<file path="src/rtl/dma_apb_initiator_if.sv">
// Job request and APB write bus bundle for dma_apb_initiator.
// master: the initiator side; slave: the job source / APB target side.
interface dma_apb_initiator_if #(
  parameter int ADDR_WIDTH = 32,
  parameter int DATA_WIDTH = 32
);
  logic                  job_valid;
  logic                  job_ready;
  logic [DATA_WIDTH-1:0] job_src;
  logic [DATA_WIDTH-1:0] job_dst;
  logic [DATA_WIDTH-1:0] job_size;
  logic                  busy;
  logic                  done;
  logic [1:0]            err;
  logic                  PSEL;
  logic                  PENABLE;
  logic                  PWRITE;
  logic [ADDR_WIDTH-1:0] PADDR;
  logic [DATA_WIDTH-1:0] PWDATA;
  logic                  PREADY;
  logic                  INTR;

  modport master (
    input  job_valid, job_src, job_dst, job_size,
    input  PREADY, INTR,
    output job_ready, busy, done, err,
    output PSEL, PENABLE, PWRITE, PADDR, PWDATA
  );

  modport slave (
    output job_valid, job_src, job_dst, job_size,
    output PREADY, INTR,
    input  job_ready, busy, done, err,
    input  PSEL, PENABLE, PWRITE, PADDR, PWDATA
  );
endinterface

</file>
<file path="src/rtl/dma_apb_initiator.sv">
// APB write initiator: programs SRC/DEST/SIZE/MODE, waits for INTR,
// clears INT and reports done/err. All outputs come straight from flops.
module dma_apb_initiator #(
  parameter int ADDR_WIDTH     = 32,
  parameter int DATA_WIDTH     = 32,
  parameter int INTR_TIMEOUT   = 1024,
  parameter int PREADY_TIMEOUT = 64
) (
  input logic                  CLK,
  input logic                  RST,
  dma_apb_initiator_if.master  bus
);

  localparam int MAX_T = (INTR_TIMEOUT > PREADY_TIMEOUT) ?
                         INTR_TIMEOUT : PREADY_TIMEOUT;
  localparam int CW = $clog2(MAX_T + 1);

  localparam logic [CW-1:0] PT_LAST = CW'(PREADY_TIMEOUT - 1);
  localparam logic [CW-1:0] IT_LAST = CW'(INTR_TIMEOUT - 1);
  localparam logic [CW-1:0] CNT_MAX = '1;

  typedef enum logic [2:0] {
    IDLE, SETUP, ACCESS, WAIT_INTR, DONE
  } state_t;

  state_t                state_q, state_d;
  logic [2:0]            seq_q, seq_d;
  logic [CW-1:0]         cnt_q, cnt_d, cnt_inc;
  logic [1:0]            status_q, status_d;
  logic                  accept;
  logic                  psel_d;
  logic [DATA_WIDTH-1:0] src_q, dst_q, size_q;
  logic [DATA_WIDTH-1:0] src_d, dst_d, size_d;
  logic [DATA_WIDTH-1:0] wdata_d;

  logic                  psel_q, pen_q;
  logic [ADDR_WIDTH-1:0] paddr_q;
  logic [DATA_WIDTH-1:0] pwdata_q;
  logic                  busy_q, ready_q, done_q;
  logic [1:0]            err_q;

  assign cnt_inc = (cnt_q == CNT_MAX) ? cnt_q : cnt_q + CW'(1);

  always_comb begin
    state_d  = state_q;
    seq_d    = seq_q;
    cnt_d    = cnt_q;
    status_d = status_q;
    accept   = 1'b0;
    unique case (state_q)
      IDLE: begin
        status_d = 2'b00;
        cnt_d    = '0;
        seq_d    = '0;
        if (bus.job_valid) begin
          accept = 1'b1;
          if (bus.job_size == '0) begin
            state_d  = DONE;
            status_d = 2'b11;
          end else begin
            state_d = SETUP;
          end
        end
      end
      SETUP: begin
        state_d = ACCESS;
        cnt_d   = '0;
      end
      ACCESS: begin
        if (bus.PREADY) begin
          cnt_d = '0;
          if (seq_q == 3'd4) begin
            state_d = DONE;
          end else if (seq_q == 3'd3) begin
            state_d = WAIT_INTR;
          end else begin
            state_d = SETUP;
            seq_d   = seq_q + 3'd1;
          end
        end else if (cnt_q >= PT_LAST) begin
          cnt_d    = '0;
          state_d  = DONE;
          status_d = 2'b10;
        end else begin
          cnt_d = cnt_inc;
        end
      end
      WAIT_INTR: begin
        // On timeout the INT clear is still written so MODE drops to 0
        if (bus.INTR || cnt_q >= IT_LAST) begin
          cnt_d   = '0;
          seq_d   = 3'd4;
          state_d = SETUP;
          if (!bus.INTR) status_d = 2'b01;
        end else begin
          cnt_d = cnt_inc;
        end
      end
      DONE: begin
        state_d = IDLE;
      end
      default: begin
        state_d = IDLE;
      end
    endcase
  end

  assign src_d  = accept ? bus.job_src  : src_q;
  assign dst_d  = accept ? bus.job_dst  : dst_q;
  assign size_d = accept ? bus.job_size : size_q;
  assign psel_d = (state_d == SETUP) || (state_d == ACCESS);

  always_comb begin
    wdata_d = DATA_WIDTH'(1);
    unique case (1'b1)
      seq_d == 3'd0: wdata_d = src_d;
      seq_d == 3'd1: wdata_d = dst_d;
      seq_d == 3'd2: wdata_d = size_d;
      default:       wdata_d = DATA_WIDTH'(1);
    endcase
  end

  always_ff @(posedge CLK) begin
    if (RST) begin
      state_q  <= IDLE;
      seq_q    <= '0;
      cnt_q    <= '0;
      status_q <= 2'b00;
      src_q    <= '0;
      dst_q    <= '0;
      size_q   <= '0;
      psel_q   <= 1'b0;
      pen_q    <= 1'b0;
      paddr_q  <= '0;
      pwdata_q <= '0;
      busy_q   <= 1'b0;
      ready_q  <= 1'b1;
      done_q   <= 1'b0;
      err_q    <= 2'b00;
    end else begin
      state_q  <= state_d;
      seq_q    <= seq_d;
      cnt_q    <= cnt_d;
      status_q <= status_d;
      src_q    <= src_d;
      dst_q    <= dst_d;
      size_q   <= size_d;
      psel_q   <= psel_d;
      pen_q    <= (state_d == ACCESS);
      paddr_q  <= psel_d ? ADDR_WIDTH'({seq_d, 2'b00}) : '0;
      pwdata_q <= psel_d ? wdata_d : '0;
      busy_q   <= (state_d != IDLE);
      ready_q  <= (state_d == IDLE);
      done_q   <= (state_d == DONE);
      err_q    <= (state_d == DONE) ? status_d : 2'b00;
    end
  end

  assign bus.PSEL      = psel_q;
  assign bus.PENABLE   = pen_q;
  assign bus.PWRITE    = psel_q;
  assign bus.PADDR     = paddr_q;
  assign bus.PWDATA    = pwdata_q;
  assign bus.busy      = busy_q;
  assign bus.job_ready = ready_q;
  assign bus.done      = done_q;
  assign bus.err       = err_q;

endmodule

</file>
<file path="src/flat_wrapper.sv">
// flat-port wrapper written by rule: the top's interface ports become plain ports
module dma_apb_initiator_flat 
#(
  parameter int ADDR_WIDTH     = 32,
  parameter int DATA_WIDTH     = 32,
  parameter int INTR_TIMEOUT   = 1024,
  parameter int PREADY_TIMEOUT = 64
)
  (CLK, RST, bus_job_valid, bus_job_src, bus_job_dst, bus_job_size, bus_PREADY, bus_INTR, bus_job_ready, bus_busy, bus_done, bus_err, bus_PSEL, bus_PENABLE, bus_PWRITE, bus_PADDR, bus_PWDATA);
  dma_apb_initiator_if #(.ADDR_WIDTH(ADDR_WIDTH), .DATA_WIDTH(DATA_WIDTH)) bus_i ();
  input logic CLK;
  input logic RST;
  input wire logic [$bits(bus_i.job_valid)-1:0] bus_job_valid;
  input wire logic [$bits(bus_i.job_src)-1:0] bus_job_src;
  input wire logic [$bits(bus_i.job_dst)-1:0] bus_job_dst;
  input wire logic [$bits(bus_i.job_size)-1:0] bus_job_size;
  input wire logic [$bits(bus_i.PREADY)-1:0] bus_PREADY;
  input wire logic [$bits(bus_i.INTR)-1:0] bus_INTR;
  output wire logic [$bits(bus_i.job_ready)-1:0] bus_job_ready;
  output wire logic [$bits(bus_i.busy)-1:0] bus_busy;
  output wire logic [$bits(bus_i.done)-1:0] bus_done;
  output wire logic [$bits(bus_i.err)-1:0] bus_err;
  output wire logic [$bits(bus_i.PSEL)-1:0] bus_PSEL;
  output wire logic [$bits(bus_i.PENABLE)-1:0] bus_PENABLE;
  output wire logic [$bits(bus_i.PWRITE)-1:0] bus_PWRITE;
  output wire logic [$bits(bus_i.PADDR)-1:0] bus_PADDR;
  output wire logic [$bits(bus_i.PWDATA)-1:0] bus_PWDATA;
  assign bus_i.job_valid = bus_job_valid;
  assign bus_i.job_src = bus_job_src;
  assign bus_i.job_dst = bus_job_dst;
  assign bus_i.job_size = bus_job_size;
  assign bus_i.PREADY = bus_PREADY;
  assign bus_i.INTR = bus_INTR;
  assign bus_job_ready = bus_i.job_ready;
  assign bus_busy = bus_i.busy;
  assign bus_done = bus_i.done;
  assign bus_err = bus_i.err;
  assign bus_PSEL = bus_i.PSEL;
  assign bus_PENABLE = bus_i.PENABLE;
  assign bus_PWRITE = bus_i.PWRITE;
  assign bus_PADDR = bus_i.PADDR;
  assign bus_PWDATA = bus_i.PWDATA;
  dma_apb_initiator #(.ADDR_WIDTH(ADDR_WIDTH), .DATA_WIDTH(DATA_WIDTH), .INTR_TIMEOUT(INTR_TIMEOUT), .PREADY_TIMEOUT(PREADY_TIMEOUT)) u_core (.CLK(CLK), .RST(RST), .bus(bus_i));
endmodule
</file>
<file path="config.mk">
export PLATFORM = sky130hd
export DESIGN_NAME = dma_apb_initiator_flat
export DESIGN_NICKNAME = d
export VERILOG_FILES = /design/src/rtl/dma_apb_initiator_if.sv /design/src/rtl/dma_apb_initiator.sv /design/src/flat_wrapper.sv
export SDC_FILE = /design/constraint.sdc
export NUM_CORES = 1
export LEC_CHECK = 0
export ABC_AREA = 1
export BUFFER_PORTS_ARGS = -buffer_cell sky130_fd_sc_hd__buf_2
export CAP_MARGIN = 30
export CORE_UTILIZATION = 32
export CTS_BUF_LIST = sky130_fd_sc_hd__clkbuf_8
export CTS_CLUSTER_SIZE = 24
export DETAILED_ROUTE_END_ITERATION = 12
export PLACE_DENSITY_LB_ADDON = 0.3
export SLEW_MARGIN = 20
export SYNTH_ARGS = -nofsm -noshare
export SYNTH_HDL_FRONTEND = slang
export SYNTH_SLANG_ARGS = --single-unit
</file>
<file path="constraint.sdc">
create_clock -name CLK -period 2.3 [get_ports CLK]
set_clock_uncertainty 0.2 [all_clocks]
set_input_delay 0.345 -clock CLK [delete_from_list [all_inputs] [get_ports CLK]]
set_output_delay 0.345 -clock CLK [all_outputs]
set_load 0.02 [all_outputs]
</file>
* Yosys cells after proc, flatten, opt, wreduce, memory -nomap -nowiden
Cells that the tools add are included.
Widths: inputs -> output; s select.
** Storage, ports and cells
- Register bits :: 186
- Output and inout port bits :: 72
** Cells by class
- $add $sub $neg :: 2
- $lt $le $gt $ge :: 2
- Equality and inequality tests :: 11
- Multiplexer cells :: 31
- Bitwise logic cells :: 2
- Reductions and logical operators :: 11
** Operator list (number)
- $mux 32 :: 3
- $pmux 32 s3 :: 1
- $mux 11 :: 4
- $pmux 11 s3 :: 1
- $logic_not 32->1 :: 1
- $mux 3 :: 10
- $eq 3x2->1 const B :: 5
- $mux 2 :: 7
- $pmux 3 s4 :: 1
- $add 11x1->11 const B :: 1
- $eq 11x11->1 const B :: 1
- $ge 11x10->1 const B :: 1
- $ge 11x6->1 const B :: 1
- $eq 3x1->1 const B :: 3
- $logic_not 3->1 :: 3
- $pmux 3 s3 :: 1
- $eq 3x3->1 const B :: 2
- $pmux 2 s3 :: 1
- $reduce_bool 3->1 :: 2
- $reduce_or 2->1 :: 3
- $add 3x1->3 const B :: 1
- $logic_or 1x1->1 :: 2
- $mux 1 :: 2
- $not 1->1 :: 2

* Longest topological paths before layout
- Word-level depth :: 9
- Depth in mapped cells :: 15

* Worst setup path before layout
OpenSTA, ideal clock, no wires.
- Path kind :: reg2reg
- Start :: reg u_core.cnt_q[0]
- End :: reg u_core.pwdata_q[0] (netlist: u_core.bus.PWDATA[0])
- Library setup time :: 117 ps
- Arrival time :: 1741 ps
- Required time :: 1983 ps
- Setup slack :: 242 ps
- Cell stages (with the launch flop) :: 15
- Path buffers :: 2
- Clock period less this slack :: 2058 ps
- Path through :: dfxtp_1 -> ha_1 -> inv_1 -> nor2_1 -> nand2_1 -> nor2_4 -> nor2_4 -> nand2_1 -> a21o_2 -> nor2_4 -> buf_6 -> buf_6 -> a21oi_1 -> nor2_1 -> nor2_1
** On the way
- Word-level cells in the longest chain between the ends :: 8
- Elaborated cells between the ends (all ways) :: 18
- Those cells by class :: 2 x order compare; 4 x eq/ne; 7 x mux; 1 x bitwise; 4 x reduce/logical
** RTL lines
- from (decl) :: line dma_apb_initiator.sv:28 : logic [CW-1:0] cnt_q, cnt_d, cnt_inc;
- from (signal assigned) :: line dma_apb_initiator.sv:143 : cnt_q <= cnt_d;
- $ge 11x6->1 / $ge 11x10->1 (equally long branches) :: line dma_apb_initiator.sv:80, dma_apb_initiator.sv:90
- $mux 3 / $logic_or 1x1->1 (equally long branches) :: line dma_apb_initiator.sv:80, dma_apb_initiator.sv:90
- $mux 3 (on tied branches) :: line dma_apb_initiator.sv:70, dma_apb_initiator.sv:90
- $pmux 3 s4 :: line dma_apb_initiator.sv:50 : unique case (state_q)
- $eq 3x1->1 / $eq 3x2->1 (equally long branches) :: line dma_apb_initiator.sv:111 : assign psel_d = (state_d == SETUP) || (state_d == ACCESS);
- $logic_or 1x1->1 :: line dma_apb_initiator.sv:111
- $not 1->1 (no source line)
- $reduce_or 2->1 (no source line)
- to (signal assigned) :: line dma_apb_initiator.sv:151 : pwdata_q <= psel_d ? wdata_d : '0;
- to (decl) :: line dma_apb_initiator.sv:38 : logic [DATA_WIDTH-1:0] pwdata_q;
Parallel ways exist; a longest one is shown, timed or not.
A chain may end at the register's enable or synchronous reset.

* Worst setup path after layout
- Start :: reg u_core.cnt_q[1]
- End :: reg u_core.pwdata_q[0] (netlist: u_core.bus.PWDATA[0])
The elaborated chain is that of the path after synthesis.

==> results.yml <==
outcome:
  status: "finished clean"
global_route:
  grt_max_degree: 107
  grtUsageTotal_pct: 18.6
  globalRouteOverflowTotal: 0
  antenna_found_initial: 2
  grt_pass1_vias: 6509
  grt_first_pass_wirelength_um: 34200
cts:
  clkLatencyLatePin_ns: 0.46
  tritoncts: "built"
  cts_sinks: 157
  cts-root-buf: "clkbuf_8"
  clkSlewWorstSetupHoldPaths_ns: 0.08
  numCtsBuffers: 17
  clock_path_buffers: 2
  htree_levels: 4
floorplanning:
  io_pins: 173
  fp.dieH_um: 153
  start_util_pct: 32.5
  row_count: 55
  fp.dieArea_um2: 23500
  chipWidth_um: 153
  core_area_um2: 22600
timing:
  relSlewSlack_pct: 58.3
  fin_crit_ns: 2.25
  setup_slack_ns: 0.0460
  slew_violations: 0
  hold_ws_ns: 0.0170
  rsz0062_at_grt: "true"
  period_share_pct: 98.0
  max_freq_mhz: 444
  tightest_slew_ns: 0.626
  setup_viol: 0
  final-hold-violation-count: 0
  tns_ns: 0
drt:
  drtIter0Drc: 456
  wl_per_cell_um: 15.0
  detail_route.wirelength_um: 23000
  dr.pass1.iters: 5
  drc: 0
  vias: 6938
  viasPerCell: 4.52
  drtAntennaViolNets: 0
critical_path:
  rr_startpoint: "u_core.cnt_q[1]"
  cp.arrival_ns: 2.45
  cp-startpoint: "u_core.cnt_q[1]"
  required_ns: 2.49
  critical_path_class: "reg2reg"
  worst-path-max-fanout: 9
  endpoint_kind: "register"
  worst_setup_path_start_kind: "register"
yosys:
  synth.top_cells.by_count: "dfxtp_1 (157), inv_1 (140), nor2_1 (136), nand3_1 (102), nand2_1 (95)"
  synth_simple_gate_area_share_pct: 30.2
  async_reset_ff_share_pct: 0
  synth_most_common_cell: "dfxtp_1"
  ys_warn_count: 0
  synth_seq_cells: 157
  synth_area_per_cell_um2: 7.53
  synth_edf_count: 0
  yosys.area.top_type_share_pct: 42.9
  yosys.area_share.adder_pct: 0.512
  synth_top_family_by_area: "simple AND/OR/NAND/NOR gates"
  synth_cells: 973
  synth_top_area_cell: "dfxtp_1"
  ys_top_cells_by_area: "dfxtp_1 (43%), inv_1 (7.2%), nand3_1 (7.0%)"
  syn_area_um2: 7330
  synth-compound-area-share_pct: 7.12
  synth_mux_area_share_pct: 4.37
  synth_cell_types: 38
  ys.flop_type: "dfxtp_1"
  synth_xor_area_share_pct: 0.598
  yosysSeqAreaShare_pct: 42.9
pwr:
  switching_share_pct: 30.5
  switchingPower_uw: 2050
  intPower_uw: 4660
  powerDensity_nw_per_um2: 653
  p_seq_share_pct: 44.6
  p_clk_share_pct: 31.5
  peakVddDrop_v: 0.000303
  power_frac_comb_pct: 24.0
  power.leakage_uw: 0.00544
worst_hold_path:
  hp-start: "bus_job_dst[2]"
  hp-class: "in2reg"
placed_design:
  hpwl_um: 13700
  globalplace.congestion: 0.854
  port_buffers: 143
  dpl.cell_count: 1407
  place_worst_setup_slack_ns: -0.497
job:
  maxCapViolCount: 0
cells_and_area:
  drive_above_1_share_pct: 31.0
  final_core_util_pct: 45.5
  nets: 1341
  fin_cells: 1535
  syn2layout_area_growth_pct: 40.2
[metal layers]
layer	GRT usage [%]	share of wire [%]	vias to the layer above
li1	-	-	3524
met1	24.7	49	3221
met2	30.1	45	165
met3	3.03	3.7	26
met4	7.24	1.9	2
met5	0	0.035	-
[power by group through the flow]
stage | Clock (uW) | Sequential (uW) | Combinational, uW
after CTS | 2160 | 2990 | 1510
final | 2110 | 2990 | 1610
after floorplan | 0 | 3110 | 899
after global routing | 2270 | 3010 | 1780
after detailed placement | 0 | 3060 | 1330
after global placement | 0 | 3050 | 1320
[cell type report]
cell class	count	area [um^2]
Timing Repair Buffer	299	2390
Fill cell	2277	12300
Sequential cell	157	3160
Tap cell	285	357
Inverter	141	533
Clock buffer	18	248
Antenna cell	1	2.50
Clock inverter	13	143
Multi-Input combinational cell	621	3440
[through the flow]
| step | total power (uW) | instance area [um^2] |
|---|---|---|
| floorplan | 4010 | 7430 |
| global route | 7060 | 10300 |
| global placement | 4370 | 8510 |
| detailed placement | 4390 | 8510 |
| CTS | 6660 | 9840 |
| finish | 6710 | 10300 |
[layout by cell type (no fill, tap or decap), types with 18 or more instances in the layout]
cell type / count
dlygate4sd3_1: 71
dfxtp_1: 148
nand3b_1: 31
buf_2: 142
buf_4: 61
clkbuf_8: 18
conb_1: 29
o21ai_0: 72
inv_1: 135
mux2i_1: 32
nand3_1: 91
or2_2: 64
nor2_1: 132
nand2_1: 85
[path summary, 6_finish.rpt]
| check | slack (ns) | cells past startpoint | to |
|---|---|---|---|
| min reg2reg | 0.29 | 2 | u_core.src_q[27] |
| min | 0.02 | 3 | u_core.dst_q[2] |
| max reg2reg | 0.05 | 15 | u_core.bus.PWDATA[0] |
| max | 0.05 | 15 | u_core.bus.PWDATA[0] |
[critical path: stages (launching register included)]
cell       delay [ns]
dfxtp_4          0.36
ha_4             0.16
inv_2            0.05
nor2_2           0.04
nand2_2          0.09
nor2_4           0.05
nor2_4           0.17
nand2_2          0.07
a21o_4           0.23
nor2_4           0.14
buf_12           0.19
clkbuf_16        0.18
nand3_1          0.07
nand2_1          0.07
nor2_1           0.04
nor2_1           0.09
[timing repair]
item                                    CTS  global route
setup buffers                             7             7
resized for setup                        22            59
hold buffers                             71             0
pin swaps                                 2            14
gates cloned                              3             8
endpoints found under the setup margin   33            48
hold endpoints to repair                 71             0
[registers in the layout, indices dropped and copies added (netlist names)]
signal                count
u_core.bus.done           1
u_core.bus.PWDATA        32
u_core.cnt_q             11
u_core.seq_q              3
u_core.bus.err            2
u_core.bus.job_ready      1
u_core.dst_q             32
u_core.state_q            3
u_core.status_q           2
u_core.bus.PADDR          3
u_core.size_q            32
u_core.bus.PSEL           1
u_core.bus.busy           1
u_core.src_q             32
u_core.bus.PENABLE        1
[logic make-up after synthesis]
family | after synthesis
simple gates | 452
buf+inv | 224
flops | 157
compound gates | 99
mux | 32
xor+xnor | 5
fa+ha+maj | 3
other cells | 1
(Power assumes the default switching activity.)
